### src/rtl/rtsnoc_port_arbiter.sv
// Shares one RTSNoC router local port among 2**SUBADDR_W sub-IPs: round-robin TX, sub-address RX demux.
// Optional RX offer timeout and drop counter: define RTSNOC_ARB_RX_TIMEOUT_EN.
module rtsnoc_port_arbiter #(
  parameter int SOC_SIZE_X     = 1,
  parameter int SOC_SIZE_Y     = 1,
  parameter int NOC_DATA_WIDTH = 16,
  parameter int SUBADDR_W      = 2,
  parameter int RX_TIMEOUT     = 255
) (
  input  logic                            clk_i,
  input  logic                            rst_i,
  output logic [37:0]                     din_o,
  output logic                            wr_o,
  input  logic                            wait_i,
  input  logic [37:0]                     dout_i,
  input  logic                            nd_i,
  output logic                            rd_o,
  input  logic [(2**SUBADDR_W)*38-1:0]    req_din_i,
  input  logic [(2**SUBADDR_W)-1:0]       req_valid_i,
  output logic [(2**SUBADDR_W)-1:0]       req_ack_o,
  output logic [37:0]                     rx_dout_o,
  output logic [(2**SUBADDR_W)-1:0]       rx_valid_o,
  input  logic [(2**SUBADDR_W)-1:0]       rx_ack_i,
  output logic [15:0]                     drop_cnt_o
);

  localparam int N_REQ       = 2**SUBADDR_W;
  localparam int FLIT_W      = 38;
  localparam int NOC_BUS_SIZE = NOC_DATA_WIDTH + 2*SOC_SIZE_X + 2*SOC_SIZE_Y + 6;
  localparam logic [FLIT_W-1:0] BUS_MASK = (FLIT_W'(1) << NOC_BUS_SIZE) - FLIT_W'(1);

  if (RX_TIMEOUT < 1 || NOC_BUS_SIZE > FLIT_W || SUBADDR_W > NOC_DATA_WIDTH) begin : g_param_check
    $error("rtsnoc_port_arbiter: invalid parameterisation");
  end

  typedef enum logic [1:0] {T_IDLE, T_WAIT, T_WRITE} tx_state_e;
  typedef enum logic [1:0] {R_IDLE, R_OFFER, R_POP, R_SETTLE} rx_state_e;

  tx_state_e               tx_state_q, tx_state_d;
  logic [FLIT_W-1:0]       din_q, din_d;
  logic                    wr_q, wr_d;
  logic [N_REQ-1:0]        ack_q, ack_d;
  logic [SUBADDR_W-1:0]    rr_ptr_q, rr_ptr_d;
  logic [SUBADDR_W-1:0]    gnt_q, gnt_d;

  rx_state_e               rx_state_q, rx_state_d;
  logic [FLIT_W-1:0]       rx_dout_q, rx_dout_d;
  logic [N_REQ-1:0]        rx_valid_q, rx_valid_d;
  logic                    rd_q, rd_d;
  logic [SUBADDR_W-1:0]    sel_q, sel_d;

  logic [FLIT_W-1:0]       req_flit [N_REQ];
  logic [SUBADDR_W-1:0]    rot_idx  [N_REQ];
  logic [N_REQ-1:0]        rot_valid;
  logic [SUBADDR_W-1:0]    grant_idx;
  logic                    rx_hit;
  logic                    rx_expire;

  // Requesters viewed in priority order starting at rr_ptr; index arithmetic wraps mod N_REQ.
  for (genvar gi = 0; gi < N_REQ; gi++) begin : g_req
    assign req_flit[gi]  = req_din_i[FLIT_W*gi +: FLIT_W] & BUS_MASK;
    assign rot_idx[gi]   = rr_ptr_q + SUBADDR_W'(gi);
    assign rot_valid[gi] = req_valid_i[rot_idx[gi]];
  end

  always_comb begin
    grant_idx = rr_ptr_q;
    for (int i = N_REQ - 1; i >= 0; i--) begin
      if (rot_valid[i]) grant_idx = rot_idx[i];
    end
  end

  always_comb begin
    tx_state_d = tx_state_q;
    din_d      = din_q;
    wr_d       = 1'b0;
    ack_d      = '0;
    rr_ptr_d   = rr_ptr_q;
    gnt_d      = gnt_q;
    case (tx_state_q)
      T_IDLE: begin
        if (|req_valid_i) begin
          din_d      = req_flit[grant_idx];
          ack_d      = N_REQ'(1) << grant_idx;
          gnt_d      = grant_idx;
          tx_state_d = T_WAIT;
        end
      end
      T_WAIT: begin
        if (!wait_i) begin
          wr_d       = 1'b1;
          tx_state_d = T_WRITE;
        end
      end
      T_WRITE: begin
        rr_ptr_d   = gnt_q + 1'b1;
        tx_state_d = T_IDLE;
      end
      default: tx_state_d = T_IDLE;
    endcase
  end

  always_ff @(posedge clk_i or posedge rst_i) begin
    if (rst_i) begin
      tx_state_q <= T_IDLE;
      din_q      <= '0;
      wr_q       <= 1'b0;
      ack_q      <= '0;
      rr_ptr_q   <= '0;
      gnt_q      <= '0;
    end else begin
      tx_state_q <= tx_state_d;
      din_q      <= din_d;
      wr_q       <= wr_d;
      ack_q      <= ack_d;
      rr_ptr_q   <= rr_ptr_d;
      gnt_q      <= gnt_d;
    end
  end

  assign rx_hit = rx_ack_i[sel_q];

`ifdef RTSNOC_ARB_RX_TIMEOUT_EN
  localparam int TMO_W = $clog2(RX_TIMEOUT + 1);
  logic [TMO_W-1:0] tmo_q, tmo_d;
  logic [15:0]      drop_q, drop_d;

  // An ack arriving on the expiry cycle wins, so the flit is delivered rather than dropped.
  assign rx_expire = (rx_state_q == R_OFFER) && !rx_hit && (tmo_q == TMO_W'(RX_TIMEOUT - 1));

  always_comb begin
    tmo_d  = tmo_q;
    drop_d = drop_q;
    if (rx_state_q == R_IDLE) begin
      tmo_d = '0;
    end else if (rx_state_q == R_OFFER && !rx_hit) begin
      tmo_d = tmo_q + 1'b1;
    end
    if (rx_expire && drop_q != 16'hFFFF) drop_d = drop_q + 16'd1;
  end

  always_ff @(posedge clk_i or posedge rst_i) begin
    if (rst_i) begin
      tmo_q  <= '0;
      drop_q <= '0;
    end else begin
      tmo_q  <= tmo_d;
      drop_q <= drop_d;
    end
  end

  assign drop_cnt_o = drop_q;
`else
  assign rx_expire  = 1'b0;
  assign drop_cnt_o = '0;
`endif

  always_comb begin
    rx_state_d = rx_state_q;
    rx_dout_d  = rx_dout_q;
    rx_valid_d = rx_valid_q;
    rd_d       = 1'b0;
    sel_d      = sel_q;
    case (rx_state_q)
      R_IDLE: begin
        if (nd_i) begin
          rx_dout_d  = dout_i;
          sel_d      = dout_i[NOC_DATA_WIDTH-1 -: SUBADDR_W];
          rx_valid_d = N_REQ'(1) << dout_i[NOC_DATA_WIDTH-1 -: SUBADDR_W];
          rx_state_d = R_OFFER;
        end
      end
      R_OFFER: begin
        if (rx_hit || rx_expire) begin
          rx_valid_d = '0;
          rd_d       = 1'b1;
          rx_state_d = R_POP;
        end
      end
      R_POP:    rx_state_d = R_SETTLE;
      // Extra cycle lets nd_i reflect the router state after the pop.
      R_SETTLE: rx_state_d = R_IDLE;
      default:  rx_state_d = R_IDLE;
    endcase
  end

  always_ff @(posedge clk_i or posedge rst_i) begin
    if (rst_i) begin
      rx_state_q <= R_IDLE;
      rx_dout_q  <= '0;
      rx_valid_q <= '0;
      rd_q       <= 1'b0;
      sel_q      <= '0;
    end else begin
      rx_state_q <= rx_state_d;
      rx_dout_q  <= rx_dout_d;
      rx_valid_q <= rx_valid_d;
      rd_q       <= rd_d;
      sel_q      <= sel_d;
    end
  end

  assign din_o      = din_q;
  assign wr_o       = wr_q;
  assign req_ack_o  = ack_q;
  assign rx_dout_o  = rx_dout_q;
  assign rx_valid_o = rx_valid_q;
  assign rd_o       = rd_q;

endmodule

### config.mk
export PLATFORM = sky130hd
export DESIGN_NAME = rtsnoc_port_arbiter
export DESIGN_NICKNAME = d
export VERILOG_FILES = /design/src/rtl/rtsnoc_port_arbiter.sv
export SDC_FILE = /design/constraint.sdc
export NUM_CORES = 1
export LEC_CHECK = 0
export CAP_MARGIN = 30
export CORE_AREA = 2 2 117 119
export CTS_CLUSTER_SIZE = 20
export DETAILED_ROUTE_END_ITERATION = 16
export DIE_AREA = 0 0 119 121
export GPL_TIMING_DRIVEN = 1
export PLACE_DENSITY = 0.77
export SLEW_MARGIN = 20
export SYNTH_ARGS = -nofsm -noshare
export SYNTH_HDL_FRONTEND = slang
export SYNTH_SLANG_ARGS = --single-unit
export TNS_END_PERCENT = 5
### constraint.sdc
create_clock -name clk_i -period 3.5 [get_ports clk_i]
set_input_delay 0.875 -clock clk_i [delete_from_list [all_inputs] [get_ports clk_i]]
set_output_delay 0.875 -clock clk_i [all_outputs]
set_load 0.005 [all_outputs]
==> results of run 1 <==
[sequential cells by signal (all words and copies together), names as in the netlist]
register	count
rx_state_q	2
rr_ptr_q	2
rx_dout_o	38
gnt_q	2
tx_state_q	2
rd_o	1
wr_o	1
din_o	26
rx_valid_o	4
req_ack_o	4
[through the flow]
step | std cells | utilization | power (mW) | hold slack, ns
floorplan | 399 | - | 3.00 | 0.479
global placement | 763 | 0.512 | 4.27 | 0.486
detailed placement | 763 | 0.512 | 4.38 | 0.492
CTS | 779 | 0.535 | 5.35 | 0.507
global route | 779 | 0.535 | 5.62 | 0.524
finish | 779 | 0.535 | 5.29 | 0.506
[layout make-up]
class | count | share of cell area
timing repair buffer | 241 | 0.340
sequential | 82 | 0.293
multi-input combinational | 260 | 0.291
clock buffer | 10 | 0.0342
tap | 176 | 0.0315
clock inverter | 6 | 0.00823
inverter | 4 | 0.00232
[layout by cell type, fill, tap and decap left out, types with 10 or more instances in the layout]
cell type / instances
buf_4: 14
o21ai_0: 28
mux2_2: 50
nand3_1: 26
clkdlybuf4s50_1: 227
a221o_1: 25
conb_1: 28
mux2_1: 17
a21oi_1: 10
a21oi_2: 17
dfrtp_1: 82
[critical path, cell delays in order]
cell and delay (ns):
clkdlybuf4s50_1 0.49, nor2b_1 0.22, or4_1 0.60, nand2_4 0.39
mux2_2 0.39, a221o_1 0.33
[worst paths after layout]
kind                                startpoint  cells after the start            end
worst max-delay path            req_valid_i[0]                      6      din_o[20]
worst min-delay path             rx_dout_o[16]                      1  rx_dout_o[16]
worst max register to register     rr_ptr_q[1]                      5      din_o[20]
worst min register to register   rx_dout_o[16]                      1  rx_dout_o[16]
max in group asynchronous                rst_i                      3  rx_dout_o[21]
min in group asynchronous                rst_i                      2      din_o[16]
[per-layer routing]
layer,track usage,up-vias
met5,0,-
met4,0.0662,0
met3,0.0536,14
met2,0.358,192
met1,0.223,1887
li1,-,1777
[power breakdown]
| group | internal [mW] | total (mW) | switching (mW) |
|---|---|---|---|
| combinational | 1.56 | 2.65 | 1.09 |
| sequential | 1.41 | 1.69 | 0.283 |
| clock | 0.518 | 0.944 | 0.426 |
[kinds of logic after synthesis]
kind of cell / count (synthesis) / share of synthesized area
multiplexers: 69 / 0.182
adder cells (fa/ha/maj): 3 / 0.00866
AND/OR/NAND/NOR: 66 / 0.0878
flip-flops: 82 / 0.473
other: 1 / 0.000865
buffers and inverters: 57 / 0.0837
XOR/XNOR: 1 / 0.00202
AO/OA/AOI/OAI: 93 / 0.162
==> impl_metrics.env, run 1 <==
export IMPL_required_ns=3.72
export IMPL_syn_area_um2=4330
export IMPL_synth_most_common_cell="dfrtp_1"
export IMPL_fillers=1130
export IMPL_drtIter0Drc=233
export IMPL_final_antenna_net_count=0
export IMPL_wl_per_cell_um=18.5
export IMPL_clk_latency_ns=0.34
export IMPL_clock_skew_final_ns=0.00942
export IMPL_drcViolationCount=0
export IMPL_cts_resized=0
export IMPL_crit_path_start_kind="input pin"
export IMPL_grt_pass1_wl_um=21900
export IMPL_cts_setup_buffers=0
export IMPL_rsz0062_at_grt="false"
export IMPL_multi_input_area_um2=2030
export IMPL_tritoncts="built"
export IMPL_avgSynthCellArea_um2=11.7
export IMPL_power_leakage_nw=2.86
export IMPL_drt_met1_wl_um=5460
export IMPL_die_h_um=121
export IMPL_synth_area_leaders="dfrtp_1, mux2_2, a221o_1"
export IMPL_dieArea_um2=14400
export IMPL_drt_wl_total_um=14400
export IMPL_row_count=42
export IMPL_slew_violations=0
export IMPL_cts_buffer_depth=2
export IMPL_path_clk_slew_ns=0.07
export IMPL_core_area_um2=13100
export IMPL_setup_viol=0
export IMPL_synth_edff_count=0
export IMPL_dr_wl_met2_um=7380
export IMPL_numClockSinks=82
export IMPL_max_freq_mhz=323
export IMPL_synthDominantCellAreaShare=0.473
export IMPL_worst_slew_pin_slew_ns=0.861
export IMPL_dr_max_layer_used="met4"
export IMPL_status="complete, no violations"
export IMPL_gp_congestion=0.770
export IMPL_synth_commonest_cells="dfrtp_1, mux2_2, buf_4"
export IMPL_setup_ws_ns=0.405
export IMPL_timing_hold_violations_final=0
export IMPL_critPathCaptureType="flip-flop"
export IMPL_numCtsBuffers=9
export IMPL_cp_max_fo=28
export IMPL_period_needed_ns=3.10
export IMPL_p_per_area_nw_per_um2=756
export IMPL_ir_drop_uv=288
export IMPL_cap_viol_max_count=0
export IMPL_portBuffers=227
export IMPL_synth_cell_types=46
export IMPL_h_tree_depth=3
export IMPL_synth_seq_cells=82
export IMPL_grt_use_total=0.197
export IMPL_async_flop_share=1.00
export IMPL_dp_hpwl_um=10800
export IMPL_period_share=0.884
export IMPL_dr_total_vias=3870
export IMPL_yosys_warnings=0
export IMPL_ys_seq_area_frac=0.473
export IMPL_crit_type="in2reg"
export IMPL_final_area_um2=7000
export IMPL_drive_above_1_share=0.177
export IMPL_synth_cells=372
export IMPL_die_w_um=119
export IMPL_num_io_pins=304
export IMPL_antennaDiodeCount=0
export IMPL_hold_path_class="reg2reg"
export IMPL_areaGrowthSynthToFinish_pct=61.4
export IMPL_dr_pass1_iters=4
export IMPL_grt_antenna_before_repair=0
export IMPL_wl_met3_um=1360
export IMPL_tns_ns=0
export IMPL_nNetsFinal=803
export IMPL_start_util=0.331
export IMPL_grt_overflow_total=0
export IMPL_cts_root_buffer="clkbuf_16"
export IMPL_dpl_worst_slack_ns=0.0543
export IMPL_maxSlewHeadroom=0.426
export IMPL_grt_pass1_vias=4110
export IMPL_grt_max_degree=30
export IMPL_placed_area_um2=6700
export IMPL_vias_per_cell=4.97
export IMPL_synth_main_ff_cell="dfrtp_1"
export IMPL_seqCellArea_um2=2050
export IMPL_r2r_setup_slack_ns=0.98
export IMPL_cp_data_arrival_time_ns=3.31
export IMPL_synth_top_area_cell="dfrtp_1"
export IMPL_cts_hold_fix_buffers=0
Note: power is estimated with default switching activity, not from simulation.
==> run 2: changes to the inputs <==
clock period = 3.22 ns   (was 3.5 ns; I/O delays follow)
==> impl_metrics.env, run 2 (synthesis results as in run 1) <==
export IMPL_crit_type="in2reg"
export IMPL_grt_antenna_before_repair=0
export IMPL_slew_violations=0
export IMPL_min_delay_path_depth=1
export IMPL_drcViolationCount=0
export IMPL_tritoncts="built"
export IMPL_portBuffers=227
export IMPL_rsz0062_at_grt="false"
export IMPL_crit_buf_inv=2
export IMPL_worst_slew_pin_slew_ns=0.941
export IMPL_r2r_setup_slack_ns=0.83
export IMPL_whs_ns=0.502
export IMPL_dr_total_vias=3879
export IMPL_clk_latency_ns=0.33
export IMPL_layout_commonest_cell="clkdlybuf4s50_1"
export IMPL_drt_wl_total_um=14200
export IMPL_core_area_um2=13100
export IMPL_cp_data_arrival_time_ns=3.04
export IMPL_path_cells="clkdlybuf4s50_1 > and3b_1 > or4_1 > nand2_4 > buf_12 > mux2_2 > a221o_1"
export IMPL_r2r_cells=6
export IMPL_cts_root_buffer="clkbuf_16"
export IMPL_ir_drop_uv=272
export IMPL_cts_hold_fix_buffers=0
export IMPL_critPathCaptureType="flip-flop"
export IMPL_die_w_um=119
export IMPL_grt_overflow_total=0
export IMPL_nNetsFinal=808
export IMPL_max_freq_mhz=353
export IMPL_min_delay_start="rx_dout_o[6]"
export IMPL_clock_skew_final_ns=0.00820
export IMPL_path_clk_slew_ns=0.06
export IMPL_cp_top_family="simple AND/OR/NAND/NOR gates"
export IMPL_grt_max_degree=34
export IMPL_cts_resized=0
export IMPL_cts_setup_buffers=0
export IMPL_grt_use_total=0.199
export IMPL_vias_per_cell=4.95
export IMPL_drtIter0Drc=219
export IMPL_numClockSinks=82
export IMPL_hold_path_class="reg2reg"
export IMPL_grt_pass1_wl_um=22200
export IMPL_required_ns=3.43
export IMPL_power_leakage_nw=2.94
export IMPL_dp_hpwl_um=10700
export IMPL_tns_ns=0
export IMPL_largest_register_ffs=38
export IMPL_dr_pass1_iters=4
export IMPL_p_per_area_nw_per_um2=845
export IMPL_dieArea_um2=14400
export IMPL_h_tree_depth=3
export IMPL_hold_path_endpoint="rx_dout_o[6]"
export IMPL_gp_congestion=0.804
export IMPL_areaGrowthSynthToFinish_pct=65.3
export IMPL_start_util=0.331
export IMPL_num_io_pins=304
export IMPL_rr_endpoint="din_o[22]"
export IMPL_antennaDiodeCount=0
export IMPL_period_share=0.879
export IMPL_drive_above_1_share=0.183
export IMPL_cap_viol_max_count=0
export IMPL_numCtsBuffers=9
export IMPL_period_needed_ns=2.83
export IMPL_wl_per_cell_um=18.1
export IMPL_fillers=1113
export IMPL_final_antenna_net_count=0
export IMPL_power_mw=6.05
export IMPL_crit_slowest_cell="clkdlybuf4s50_1"
export IMPL_timing_rr_start="rr_ptr_q[1]"
export IMPL_crit_path_start_kind="input pin"
export IMPL_cts_buffer_depth=2
export IMPL_final_cell_mix="clkdlybuf4s50_1, dfrtp_1, mux2_2"
export IMPL_status="complete, no violations"
export IMPL_maxSlewHeadroom=0.372
export IMPL_die_h_um=121
export IMPL_slowest_delay_ns=0.51
export IMPL_timing_hold_violations_final=0
export IMPL_row_count=42
export IMPL_setup_viol=0
export IMPL_cp_max_fo=18
export IMPL_grt_pass1_vias=4225
[run 2: metrics by stage]
stage	instance area [um^2]	instances	util	setup slack [ns]
2_1_floorplan	4440	399	-	0.307
6_report	7160	783	0.547	0.389
3_3_place_gp	6800	768	0.520	0.0783
4_1_cts	7160	783	0.547	0.385
5_1_grt	7160	783	0.547	0.333
3_5_place_dp	6800	768	0.520	0.0225
[run 2: final cells by class]
class / instances / area, um^2 / area share
Clock inverter: 6 / 138 / 0.0192
Tap cell: 176 / 220 / 0.0307
Sequential cell: 82 / 2050 / 0.286
Clock buffer: 9 / 225 / 0.0314
Inverter: 4 / 16.3 / 0.00227
Timing Repair Buffer: 246 / 2480 / 0.346
Multi-Input combinational cell: 260 / 2030 / 0.284
[run 2: how the worst max path moves through the flow]
stage              startpoint         to  slack [ns]  cells past startpoint
2_1_floorplan           rst_i   din_o[0]        0.31                      1
6_report       req_valid_i[3]  din_o[22]        0.39                      7
3_5_place_dp   req_valid_i[3]  din_o[14]        0.02                      7
3_3_place_gp   req_valid_i[3]   din_o[9]        0.08                      7
5_1_grt        req_valid_i[2]  din_o[20]        0.33                      7
4_1_cts        req_valid_i[3]  din_o[14]        0.39                      7
[run 2: per-layer routing]
layer,vias to the layer above,GRT usage,part of all wire,wire [um]
met5,-,0,0,0
met3,26,0.0602,0.095,1350
met4,0,0.0722,0.023,327
met1,1867,0.231,0.38,5410
met2,207,0.347,0.50,7080
li1,1779,-,-,-
[run 2: power by group]
part	internal (mW)	switching, mW	total [mW]	leakage [nW]
combinational	1.77	1.21	2.97	1.76
clock	0.837	0.407	1.24	0.177
sequential	1.53	0.300	1.83	1.00
total	4.14	1.91	6.05	2.94
==> patch 1, RTL diff (settings of run 2) <==
Re-encode `tx_state_e` (3 states) as one-hot, 3 bits wide.
--- a/src/rtl/rtsnoc_port_arbiter.sv
+++ b/src/rtl/rtsnoc_port_arbiter.sv
@@ -33,7 +33,7 @@
     $error("rtsnoc_port_arbiter: invalid parameterisation");
   end
 
-  typedef enum logic [1:0] {T_IDLE, T_WAIT, T_WRITE} tx_state_e;
+  typedef enum logic [2:0] {T_IDLE = 3'b001, T_WAIT = 3'b010, T_WRITE = 3'b100} tx_state_e;
   typedef enum logic [1:0] {R_IDLE, R_OFFER, R_POP, R_SETTLE} rx_state_e;
 
   tx_state_e               tx_state_q, tx_state_d;
Formal check against the unedited RTL: same outputs for any inputs over 4 cycles, from zero or initial values and one cycle with rst_i high; so few cycles prove little.
==> patch 1 against run 2 <==
- register-to-register slack better by 0.26 ns
- non-clock buffer count shrank 6
- synthesized area is 4.0% lower
- wire length fell by 15%
- final cell count shrank 4.0%
- highest routed layer unchanged
- total power decreased by 3.3%
- sequential cell count grew 1
- cell area decreased by 3.3%
- setup slack got worse by 0.019 ns
- count of clock-buffer cells in the layout up 1
- first-iteration DRC count shrank 37%
==> patch 1: results <==
export IMPL_status="finished, final reports clean"
export IMPL_wl_per_cell_um=16.1
export IMPL_fin_nets=777
export IMPL_holdWs_ns=0.500
export IMPL_critPathTopFamily="buffers and inverters"
export IMPL_pg_clk_mw=1.12
export IMPL_power_density_nw_per_um2=845
export IMPL_drt_iter0_markers=139
export IMPL_grt_pass1_wl_um=19300
export IMPL_worst_clock_skew_ns=0.00708
export IMPL_vias=3544
export IMPL_hp_start="gnt_q[1]"
export IMPL_ir_worst_vdd_v=0.000315
export IMPL_synthAdderAreaFrac=0.00902
export IMPL_drive_gt1_frac=0.137
export IMPL_p_leak_nw=2.97
export IMPL_cpMaxStageDelayCell="or3_2"
export IMPL_grt_max_degree=50
export IMPL_ys_seq_area_frac=0.499
export IMPL_critPathLaunch="req_valid_i[2]"
export IMPL_track_usage=0.169
export IMPL_regToRegStartpoint="rr_ptr_q[0]"
export IMPL_syn_area_per_cell_sq_um=12.3
export IMPL_seqPwrFrac=0.316
export IMPL_synth_area_mux_share=0.242
export IMPL_synthTopCellsByCount="dfrtp_1 (82), mux2i_1 (51), mux2_2 (42)"
export IMPL_r2r_slack_ns=1.09
export IMPL_cp_arrival_ns=3.03
export IMPL_synth_xor_area_share=0.00210
export IMPL_dp_cells=737
export IMPL_gp_congestion=0.775
export IMPL_pre_cts_slack_ns=0.0695
export IMPL_period_share=0.885
export IMPL_grt_pass1_vias=3779
export IMPL_min_to="gnt_q[1]"
export IMPL_drt_wl_total_um=12100
export IMPL_p_switching_mw=1.85
export IMPL_ys_top_cells_by_area="dfrtp_1 (49%), mux2i_1 (12%), mux2_2 (11%)"
export IMPL_dp_hpwl_um=9270
export IMPL_endpoint="din_o[5]"
[patch 1: cell count changes after synthesis, moves of 17 or more]
cell      delta
mux2i_1     +50
nor2_1      +27
nand3_1     -26
a221o_1     -25
a221oi_1    +25
o21ai_0     -24
a21oi_2     -17
mux2_1      -17
[patch 1: routing by layer]
layer / vias to the layer above / track usage / routed length, um
met5: - / 0 / 0
li1: 1648 / - / -
met2: 142 / 0.296 / 6240
met4: 0 / 0.0677 / 229
met3: 18 / 0.0428 / 793
met1: 1736 / 0.199 / 4840
[patch 1: final cells by class]
cell class	instances	area, sq um
Tap cell	176	220
Clock inverter	5	85.1
Sequential cell	83	2080
Timing Repair Buffer	240	2430
Clock buffer	10	239
Inverter	5	20.0
Fill cell	1151	6160
Multi-Input combinational cell	233	1850
==> patch 2, RTL diff (config.mk and constraints of run 2) <==
Made on the original files. Add a define of `RTSNOC_ARB_RX_TIMEOUT_EN`.
--- a/src/rtl/rtsnoc_port_arbiter.sv
+++ b/src/rtl/rtsnoc_port_arbiter.sv
@@ -1,5 +1,7 @@
 // Shares one RTSNoC router local port among 2**SUBADDR_W sub-IPs: round-robin TX, sub-address RX demux.
 // Optional RX offer timeout and drop counter: define RTSNOC_ARB_RX_TIMEOUT_EN.
+`define RTSNOC_ARB_RX_TIMEOUT_EN
+
 module rtsnoc_port_arbiter #(
   parameter int SOC_SIZE_X     = 1,
   parameter int SOC_SIZE_Y     = 1,
Check against the original RTL: no difference found for any inputs over 4 cycles, from zero or initial values and one cycle with rst_i high; that may be too few to reach the edited logic, so the function may still have changed.
==> patch 2 against run 2 <==
- count of clock-buffer cells in the layout up 1
- synthesized area up 21%
- setup slack got worse by 0.026 ns
- first-iteration DRC count grew 28%
- cell area is 14% higher
- total power fell by 0.29%
- wire length grew 5.8%
- sequential cell count rose by 24
- clock power fell by 17%
- critical path type unchanged
- critical endpoint is now din_o[9]
- largest power group unchanged
==> patch 2: results <==
export IMPL_fin_nets=922
export IMPL_grt_antenna_before_repair=0
export IMPL_gp_congestion=0.854
export IMPL_drive_gt1_frac=0.114
export IMPL_cp_slowest_stage_delay_ns=0.63
export IMPL_ys_seq_area_frac=0.506
export IMPL_cp_end_kind="flop"
export IMPL_clk_latency_ns=0.34
export IMPL_hold_path_class="flop to flop"
export IMPL_grt_overflow=0
export IMPL_holdWs_ns=0.506
export IMPL_synthArstFlopShare=1.00
export IMPL_antennaDiodeCount=0
export IMPL_relSlewSlack=0.588
export IMPL_yosysUniqueCellTypes=50
export IMPL_track_usage=0.211
export IMPL_cpMaxStageDelayCell="or4_1"
export IMPL_grt_max_degree=107
export IMPL_critPathLaunch="req_valid_i[0]"
export IMPL_drt_wl_total_um=15000
export IMPL_path_clk_slew_ns=0.07
export IMPL_drt_pass1_iterations=4
export IMPL_drv_cap=0
export IMPL_ys_top_cells_by_area="dfrtp_1 (51%), mux2_2 (8.4%), mux2_1 (5.4%)"
export IMPL_critPathMaxFanout=28
export IMPL_hold_viol_final=0
export IMPL_regToRegStartpoint="rr_ptr_q[1]"
export IMPL_ff2ff_path_depth=5
export IMPL_synthTopCellsByCount="dfrtp_1 (106), mux2_2 (39), nand3_1 (34)"
export IMPL_drt_iter0_markers=281
export IMPL_post_cts_resized=0
export IMPL_clock_root_buffer="clkbuf_16"
export IMPL_place_port_buffers=243
export IMPL_r2r_end="din_o[9]"
export IMPL_cts_buffers=9
export IMPL_vias=4645
export IMPL_grt_pass1_wl_um=24100
export IMPL_grt_pass1_vias=4950
export IMPL_place_area_sq_um=7910
export IMPL_worst_clock_skew_ns=0.00761
export IMPL_fill_cells=1037
export IMPL_status="finished, final reports clean"
export IMPL_p_leak_nw=3.42
export IMPL_critPathTopFamily="simple AND/OR/NAND/NOR gates"
export IMPL_ir_worst_vdd_v=0.000342
export IMPL_dp_hpwl_um=11300
export IMPL_cp_arrival_ns=3.08
export IMPL_cts_buffer_depth=2
export IMPL_r2r_slack_ns=0.87
export IMPL_pre_cts_slack_ns=0.00421
export IMPL_max_freq_ghz=0.350
export IMPL_synth_warnings=0
export IMPL_cts_setup_buffers=0
-- patch 2: how the worst min path moves through the flow --
stage | startpoint | to | depth (start not counted)
global placement | rx_valid_o[3] | rx_valid_o[3] | 2
floorplan | gnt_q[1] | gnt_q[1] | 1
CTS | rx_valid_o[3] | rx_valid_o[3] | 2
detailed placement | rx_valid_o[3] | rx_valid_o[3] | 2
global route | rx_dout_o[30] | rx_dout_o[30] | 1
finish | rx_dout_o[16] | rx_dout_o[16] | 1
-- patch 2: cell families after synthesis --
kind of cell	after synthesis	share of synthesized area
simple gates	122	0.120
flops	106	0.506
compound gates	99	0.132
mux	66	0.144
buf+inv	45	0.0451
xor+xnor	23	0.0384
fa+ha+maj	6	0.0143
other cells	1	0.000715
-- patch 2: per-stage QoR --
stage | util | cells
2_1_floorplan | - | 479
3_3_place_gp | 0.603 | 878
3_5_place_dp | 0.604 | 879
4_1_cts | 0.626 | 895
5_1_grt | 0.626 | 895
6_report | 0.626 | 895
-- patch 2: final cells by class --
type / count / area [sq um] / area share
Clock buffer: 10 / 239 / 0.0292
Clock inverter: 6 / 41.3 / 0.00504
Sequential cell: 106 / 2650 / 0.324
Multi-Input combinational cell: 328 / 2410 / 0.294
Timing Repair Buffer: 260 / 2590 / 0.316
Tap cell: 176 / 220 / 0.0269
Inverter: 9 / 37.5 / 0.00459
-- patch 2: power by group --
group | internal (mW) | switching, mW | leakage, nW
combinational | 1.69 | 1.15 | 1.95
sequential | 1.84 | 0.317 | 1.33
clock | 0.547 | 0.488 | 0.136
-- patch 2: per-layer routing --
| metal | track usage | routed length, um | vias to the layer above |
|---|---|---|---|
| li1 | - | - | 2172 |
| met1 | 0.235 | 5850 | 2254 |
| met2 | 0.381 | 7760 | 184 |
| met3 | 0.0555 | 902 | 35 |
| met4 | 0.0863 | 479 | 0 |
| met5 | 0 | 0 | - |
